## config.mk

```make
export PLATFORM = sky130hd
export DESIGN_NAME = mem_burst_master
export DESIGN_NICKNAME = d
export VERILOG_FILES = /design/src/rtl/mem_burst_master.sv
export SDC_FILE = /design/constraint.sdc
export NUM_CORES = 1
export LEC_CHECK = 0
export BUFFER_PORTS_ARGS = -buffer_cell sky130_fd_sc_hd__buf_2
export CAP_MARGIN = 10
export CORE_ASPECT_RATIO = 1.4
export CORE_MARGIN = 2
export CORE_UTILIZATION = 50
export CTS_BUF_LIST = sky130_fd_sc_hd__clkbuf_4 sky130_fd_sc_hd__clkbuf_8 sky130_fd_sc_hd__clkbuf_16
export DETAILED_ROUTE_END_ITERATION = 8
export PLACE_DENSITY = 0.79
export SLEW_MARGIN = 20
export SYNTH_ARGS = -nofsm -noshare
export SYNTH_HDL_FRONTEND = slang
export SYNTH_SLANG_ARGS = --single-unit
```

## constraint.sdc

```tcl
create_clock -name clk_i -period 1.9 [get_ports clk_i]
set_input_delay 0.38 -clock clk_i [delete_from_list [all_inputs] [get_ports clk_i]]
set_output_delay 0.38 -clock clk_i [all_outputs]
set_load 0.02 [all_outputs]
```

## src/rtl/mem_burst_master.sv

```systemverilog
// mem_burst_master: burst command sequencer for a valid/ready single-port memory, with stream-side data and per-access timeout.
module mem_burst_master #(
  parameter int WIDTH      = 8,
  parameter int DEPTH      = 16,
  parameter int ADDR_WIDTH = $clog2(DEPTH),
  parameter int TIMEOUT    = 8
) (
  input  logic                  clk_i,
  input  logic                  rst_i,
  input  logic                  cmd_valid_i,
  output logic                  cmd_ready_o,
  input  logic                  cmd_write_i,
  input  logic [ADDR_WIDTH-1:0] cmd_addr_i,
  input  logic [ADDR_WIDTH:0]   cmd_len_i,
  input  logic                  wdata_valid_i,
  output logic                  wdata_ready_o,
  input  logic [WIDTH-1:0]      wdata_i,
  output logic                  rdata_valid_o,
  input  logic                  rdata_ready_i,
  output logic [WIDTH-1:0]      rdata_o,
  output logic                  mem_valid_o,
  output logic                  mem_write_read_o,
  output logic [ADDR_WIDTH-1:0] mem_addr_o,
  output logic [WIDTH-1:0]      mem_write_data_o,
  input  logic                  mem_ready_i,
  input  logic [WIDTH-1:0]      mem_read_data_i,
  output logic                  busy_o,
  output logic                  done_o,
  output logic                  err_o
);
  localparam int CW = $clog2(TIMEOUT + 1);
  localparam logic [2:0] IDLE  = 3'd0;
  localparam logic [2:0] FETCH = 3'd1;
  localparam logic [2:0] ISSUE = 3'd2;
  localparam logic [2:0] WAIT  = 3'd3;
  localparam logic [2:0] PUSH  = 3'd4;

  logic [2:0]            state_q, state_d;
  logic                  write_q, write_d;
  logic [ADDR_WIDTH-1:0] addr_q, addr_d;
  logic [ADDR_WIDTH:0]   len_q, len_d;
  logic [WIDTH-1:0]      wdata_q, wdata_d;
  logic [WIDTH-1:0]      rdata_q, rdata_d;
  logic [CW-1:0]         cnt_q, cnt_d;
  logic                  err_q, err_d;
  logic                  done_q, done_d;
  logic                  rdy_q, rdy_d;
  logic                  beat;

  always_comb begin
    state_d = state_q;
    write_d = write_q;
    addr_d  = addr_q;
    len_d   = len_q;
    wdata_d = wdata_q;
    rdata_d = rdata_q;
    cnt_d   = cnt_q;
    err_d   = err_q;
    done_d  = 1'b0;
    rdy_d   = 1'b1;
    beat    = 1'b0;
    case (state_q)
      IDLE: if (cmd_valid_i && rdy_q) begin
        write_d = cmd_write_i;
        addr_d  = cmd_addr_i;
        len_d   = cmd_len_i;
        err_d   = 1'b0;
        done_d  = cmd_len_i == '0;
        state_d = cmd_len_i == '0 ? IDLE : cmd_write_i ? FETCH : ISSUE;
      end
      FETCH: if (wdata_valid_i) begin
        wdata_d = wdata_i;
        state_d = ISSUE;
      end
      ISSUE: begin
        cnt_d   = '0;
        state_d = WAIT;
      end
      WAIT: if (mem_ready_i) begin
        beat    = write_q;
        rdata_d = write_q ? rdata_q : mem_read_data_i;
        state_d = write_q ? WAIT : PUSH;
      end else if (cnt_q == CW'(TIMEOUT - 1)) begin
        err_d   = 1'b1;
        done_d  = 1'b1;
        state_d = IDLE;
      end else begin
        cnt_d = cnt_q + CW'(1);
      end
      PUSH: beat = rdata_ready_i;
      default: state_d = IDLE;
    endcase
    // a completed beat overrides the per-state next state chosen above
    if (beat) begin
      len_d   = len_q - (ADDR_WIDTH + 1)'(1);
      addr_d  = addr_q + ADDR_WIDTH'(1);
      done_d  = len_q == (ADDR_WIDTH + 1)'(1);
      state_d = len_q == (ADDR_WIDTH + 1)'(1) ? IDLE : write_q ? FETCH : ISSUE;
    end
  end

  always_ff @(posedge clk_i) begin
    if (rst_i) begin
      state_q <= IDLE;
      write_q <= 1'b0;
      addr_q  <= '0;
      len_q   <= '0;
      wdata_q <= '0;
      rdata_q <= '0;
      cnt_q   <= '0;
      err_q   <= 1'b0;
      done_q  <= 1'b0;
      rdy_q   <= 1'b0;
    end else begin
      state_q <= state_d;
      write_q <= write_d;
      addr_q  <= addr_d;
      len_q   <= len_d;
      wdata_q <= wdata_d;
      rdata_q <= rdata_d;
      cnt_q   <= cnt_d;
      err_q   <= err_d;
      done_q  <= done_d;
      rdy_q   <= rdy_d;
    end
  end

  assign cmd_ready_o      = rdy_q && state_q == IDLE;
  assign wdata_ready_o    = state_q == FETCH;
  assign rdata_valid_o    = state_q == PUSH;
  assign rdata_o          = rdata_q;
  assign mem_valid_o      = state_q == ISSUE;
  assign mem_write_read_o = write_q;
  assign mem_addr_o       = addr_q;
  assign mem_write_data_o = wdata_q;
  assign busy_o           = state_q != IDLE;
  assign done_o           = done_q;
  assign err_o            = err_q;
endmodule
```

## Yosys cells after proc, flatten, opt, wreduce, memory -nomap -nowiden

Index checks and enable logic that the tools add are counted.

- Flip-flop bits (word level): 36
- Input port bits: 32
- Output and inout bits: 28
- Logic and storage cells: 76

- Add/subtract/negate cells: 3
- Equality and inequality tests: 14
- Muxes and demuxes: 32
- Bitwise gates (word level): 1
- Reductions and logical operators: 16

Operators with widths:

| kind | count |
|---|---|
| two-way mux 4 bit | 5 |
| two-way mux 3 bit | 6 |
| two-way mux 5 bit | 3 |
| one-hot mux 3 bit (5 select lines) | 1 |
| two-way mux 1 bit | 9 |
| adder 4 x 1 -> 4 bit (second input constant) | 2 |
| two-way mux 2 bit | 4 |
| inequality test 2 bit (second input constant) | 4 |
| one-hot mux 4 bit (2 select lines) | 1 |
| AND reduction 4 bit | 2 |
| nonzero test 2 bit | 4 |
| == test 3 x 2 -> 1 bit (second input constant) | 2 |
| one-hot mux 1 bit (2 select lines) | 3 |
| AND reduction 2 bit | 3 |
| AND reduction 3 bit | 2 |
| == test 5 x 1 -> 1 bit (second input constant) | 1 |
| zero test 5 bit | 1 |
| subtractor 5 x 1 -> 5 bit (second input constant) | 1 |
| == test 4 x 3 -> 1 bit (second input constant) | 1 |
| inequality test 4 bit (second input constant) | 1 |
| == test 3 x 1 -> 1 bit (second input constant) | 1 |
| == test 3 bit (second input constant) | 1 |
| zero test 3 bit | 1 |
| inequality test 3 x 2 -> 1 bit (second input constant) | 1 |
| other kinds (5) | 6 |

## Depth between registers and ports, before layout

- Depth after elaboration: 5
- Mapped depth: 7
- Depth with buffers taken out: 6

## Worst setup path before layout

OpenSTA, ideal clock, no wires.

- Path type: register to register
- Start point: reg state_q[1]
- End point: reg wdata_q[0] (netlist: mem_write_data_o[0])
- Setup time: 128 ps
- Arrival time: 1419 ps
- Data required time: 1772 ps
- Slack: 354 ps
- Cell stages (with the launch flop): 7
- Buffers on the path: 2
- Period minus slack after synthesis: 1546 ps
- Cell sequence: dfxtp_1 buf_4 nor3b_2 and2_1 buf_4 mux2i_1 nor2_1

- Word-level cells in the longest chain between the ends: 2

RTL lines:

| element | line | source |
|---|---|---|
| start, declared | 38 | `logic [2:0] state_q, state_d;` |
| start signal, assigned | 115 | `state_q <= state_d;` |
| == test 3 x 1 -> 1 bit | n/a |  |
| via wdata_ready_o | 16 | `output logic wdata_ready_o,` |
| AND reduction 2 bit (no source line) | n/a |  |
| end signal, assigned | 119 | `wdata_q <= wdata_d;` |
| end, declared | 42 | `logic [WIDTH-1:0] wdata_q, wdata_d;` |

The timed path passes the listed nets, and every way through them passes these cells.
A chain may end at the register's enable or synchronous reset.

## Final worst setup path

- Start point: reg state_q[2]
- End point: reg len_q[3]

- Word-level cells in the longest chain between the ends: 4
- Elaborated cells on any way between the ends: 8
- Those cells by class: 2 x eq/ne; 2 x mux; 4 x reduce/logical

RTL lines:

| element | line | source |
|---|---|---|
| == test 3 bit or == test 3 x 2 -> 1 bit (tied branches) | 62 | `case (state_q)` |
| one-hot mux 1 bit (2 select lines) | 62 |  |
| nonzero test 2 bit (no source line) | n/a |  |
| AND reduction 2 bit (no source line) | n/a |  |
| end signal, assigned | 118 | `len_q <= len_d;` |
| end, declared | 41 | `logic [ADDR_WIDTH:0] len_q, len_d;` |

Parallel ways exist; a longest one is shown, timed or not.

==> impl_results.md <==
- Ys Warns: 0
- Post-synth EDFFs: 0
- DR top layer: met4
- Number of CTS-inserted buffers: 5
- Slew Limit Fails: 0
- Capture point of the worst reg-to-reg path: len_q[3]
- CP max FO: 9
- Pwr Density: 802 nW/um2
- # Post-CTS Setup Buffers: 0
- Tot Pwr: between 1.5 and 2 mW
- 1st-iter DRT viols: 46
- Via count: ~1,700
- Net count after synthesis: around 240
- Die height: 74.7 um
- Starting Density: 52.4%
- Clk_lat worst skew: 290 ps
- Chip width: 54.5 um
- Post-DP HPWL: ~3.2 mm
- WL final: 4.42 mm
- Reg power frac: between 40 and 50%
- Crit end category: register
- # nets final: roughly 300
- Slew @ Worst Pin: between 400 and 500 ps
- Clock share of power: about a third
- P_int: 1.26 mW
- Pre-antenna DRT Iters: 4
- Boundary pin count: 60
- CORE AREA: 3410 um2
- Overall global routing resource usage: 24.0%
- DRC viols: 0
- # setup viols final: 0
- Largest net degree at the start of global routing: 23
- Routed Antenna Nets: 0
- Worst Hold Launch: wdata_i[1]
- Fin. Hold Viols: 0
- Clock Pin Slew Worst Setup and Hold Paths: 70 ps
- Met3 wire len: 255 um
- Leakage: 0.941 nW
- Max_cap viols: 0
- Kind of critical path: reg2reg
- Post-CTS resize count: 0
- Slew HR: 67.5%
- Initial antenna violation count: 0
- Met2 WL: 2.18 mm
- Final GP Congestion: 0.849
- Vias in the first global route: ~1,600
- Max H-tree Level: 2
- Sw Share: 29.0%
- Syn Std Cell Area: 1790 um2
- Die Area: 4070 um2
- CTS tree: yes
- Ys async rst share: 0%
- Port-buffer cells: 59
- Sw power: 0.513 mW
- Mean Syn Cell Area: 8.98 um2
- CTS Sinks: 36
- N_diodes: 0
- Hold Path End: mem_write_data_o[1]
- Area delta synth->final: 23.5%
- Row Count: 25
- Mapped Cells: between 150 and 200
- Arr. time, crit path: 1990 ps
- Worst Hold Class: in2reg
- Reg-to-reg slack, setup: 130 ps
- Met1 Routed Length: between 1.5 and 2 mm
- Synth top area cells: dfxtp_1 40%, mux2i_1 10%, nor2_1 4.6%
- Distinct cells, synth: 47
- Final period util: ~93%
- Setup Total Neg Slack: 0 ps
- DR WL/cell: 14.7 um
- Gate power share: between 10% and 20%
- Top FF cell, synth: dfxtp_1
- Via/cell ratio: ~5.7
- CTS max path bufs: 2
- Root Buffer Master: clkbuf_8
- Reg2reg path depth: 4
- Hold path cells: 3
- Status: finished, final reports clean
- Post-synth top area share: 40.3%
- Hold-fix buffers, CTS: 0
- Seq/Total Area, Yosys: just over 40%
- Worst path required time: between 2000 and 2500 ps
- Clock skew: ~2.9 ps
- Largest area contributor in the netlist: dfxtp_1
- Final min period: about 1800 ps
- Startpoint Class: register
- RSZ-0062 raised after global routing: false
- First-pass GRT wire length: 7.11 mm
- Max IR drop VDD: 0.531 mV
- #FFs+latches synth: 36
- GR Overflow Total: 0
- Layout cells sized above 1: between 30% and 40%
- Max frequency: 566 MHz
- FF-to-FF Start: state_q[2]
-- power by group through the flow --
stage                     Combinational, mW  Sequential, mW  Clock, mW
after floorplan                       0.225           0.849          0
after global placement                0.346           0.835          0
after detailed placement              0.351           0.836          0
after CTS                             0.352           0.820      0.602
after global routing                  0.388           0.824      0.635
final                                 0.353           0.820      0.597
-- kinds of logic after synthesis --
kind of cell,synth area share (%)
compound gates,17.1
fa+ha+maj,2.80
buf+inv,6.65
flops,40.3
mux,10.9
simple gates,22.2
-- metal layers --
metal | global-route usage, % | vias up
met1 | 29.0 | 800
met3 | 7.94 | 8
met4 | 10.3 | 0
met5 | 0 | -
li1 | - | 841
met2 | 38.4 | 56
-- worst max-delay path, stage by stage, from the launching register on --
cell     delay, ps
dfxtp_1        440
nor3b_2        380
a32o_1         440
mux2_4         340
o22ai_2        100
-- final cells by class --
class	instances	area, um2
sequential	36	721
inverter	10	37.5
timing repair buffer	67	355
multi-input combinational	140	947
tap	40	50.0
clock buffer	7	96.3
fill	305	1200
-- cell usage after synthesis (2+ instances only) --
library cell / count
inv_1: 7
o21ai_0: 2
clkbuf_1: 4
ha_1: 4
nand3_1: 12
or3_1: 3
dfxtp_1: 36
a32oi_1: 2
buf_4: 6
nand2_1: 12
o31ai_1: 2
mux2i_1: 18
o211ai_1: 4
a31oi_1: 4
and3b_1: 2
nor3b_2: 2
inv_2: 3
a2bb2oi_1: 2
buf_2: 2
a22oi_1: 5
a21oi_1: 12
nor3_1: 7
o22ai_1: 2
nor2_1: 22
and2_1: 2
-- registers in the layout, summed over array words and instances, names as in the netlist --
register	flops
state_q	3
mem_write_read_o	1
cnt_q	4
rdata_o	8
err_o	1
mem_addr_o	4
mem_write_data_o	8
len_q	5
rdy_q	1
done_o	1
-- placed cells by master, fill, tap and decap left out, drive strengths merged, types with 2 or more instances in the layout --
| cell type | Yosys | routed |
|---|---|---|
| nand3b | 2 | 2 |
| a2bb2oi | 2 | 2 |
| nor3b | 2 | 2 |
| nand3 | 12 | 12 |
| ha | 4 | 4 |
| o31ai | 2 | 2 |
| or3 | 3 | 3 |
| o211ai | 4 | 4 |
| nor2 | 23 | 23 |
| inv | 10 | 10 |
| a22oi | 5 | 5 |
| o21ai | 3 | 3 |
| and2 | 2 | 2 |
| dfxtp | 36 | 36 |
| nand2 | 12 | 12 |
| clkbuf | 4 | 7 |
| a21oi | 12 | 12 |
| and3b | 2 | 2 |
| buf | 9 | 67 |
| a31oi | 4 | 4 |
| nor3 | 8 | 8 |
| mux2i | 18 | 18 |
| o22ai | 3 | 3 |
| a32oi | 2 | 2 |
-- metrics by stage --
stage,setup WS [ps],instance area [um2],utilization (%),cells,hold slack [ps]
after floorplan,354,1790,-,199,461
after global placement,288,2110,61.9,293,470
after detailed placement,254,2110,61.9,293,479
after CTS,176,2210,64.7,300,322
after global routing,57.5,2210,64.7,300,324
final,135,2210,64.7,300,320
-- worst max-delay path by stage --
| stage | slack, ps | endpoint | start |
|---|---|---|---|
| 6_report | 130 | len_q[3] | state_q[2] |
| 5_1_grt | 60 | len_q[3] | state_q[2] |
| 4_1_cts | 180 | len_q[3] | state_q[2] |
| 3_5_place_dp | 250 | len_q[3] | state_q[2] |
| 3_3_place_gp | 290 | mem_write_data_o[4] | state_q[0] |
| 2_1_floorplan | 350 | mem_write_data_o[0] | state_q[1] |
(Power assumes the default switching activity.)
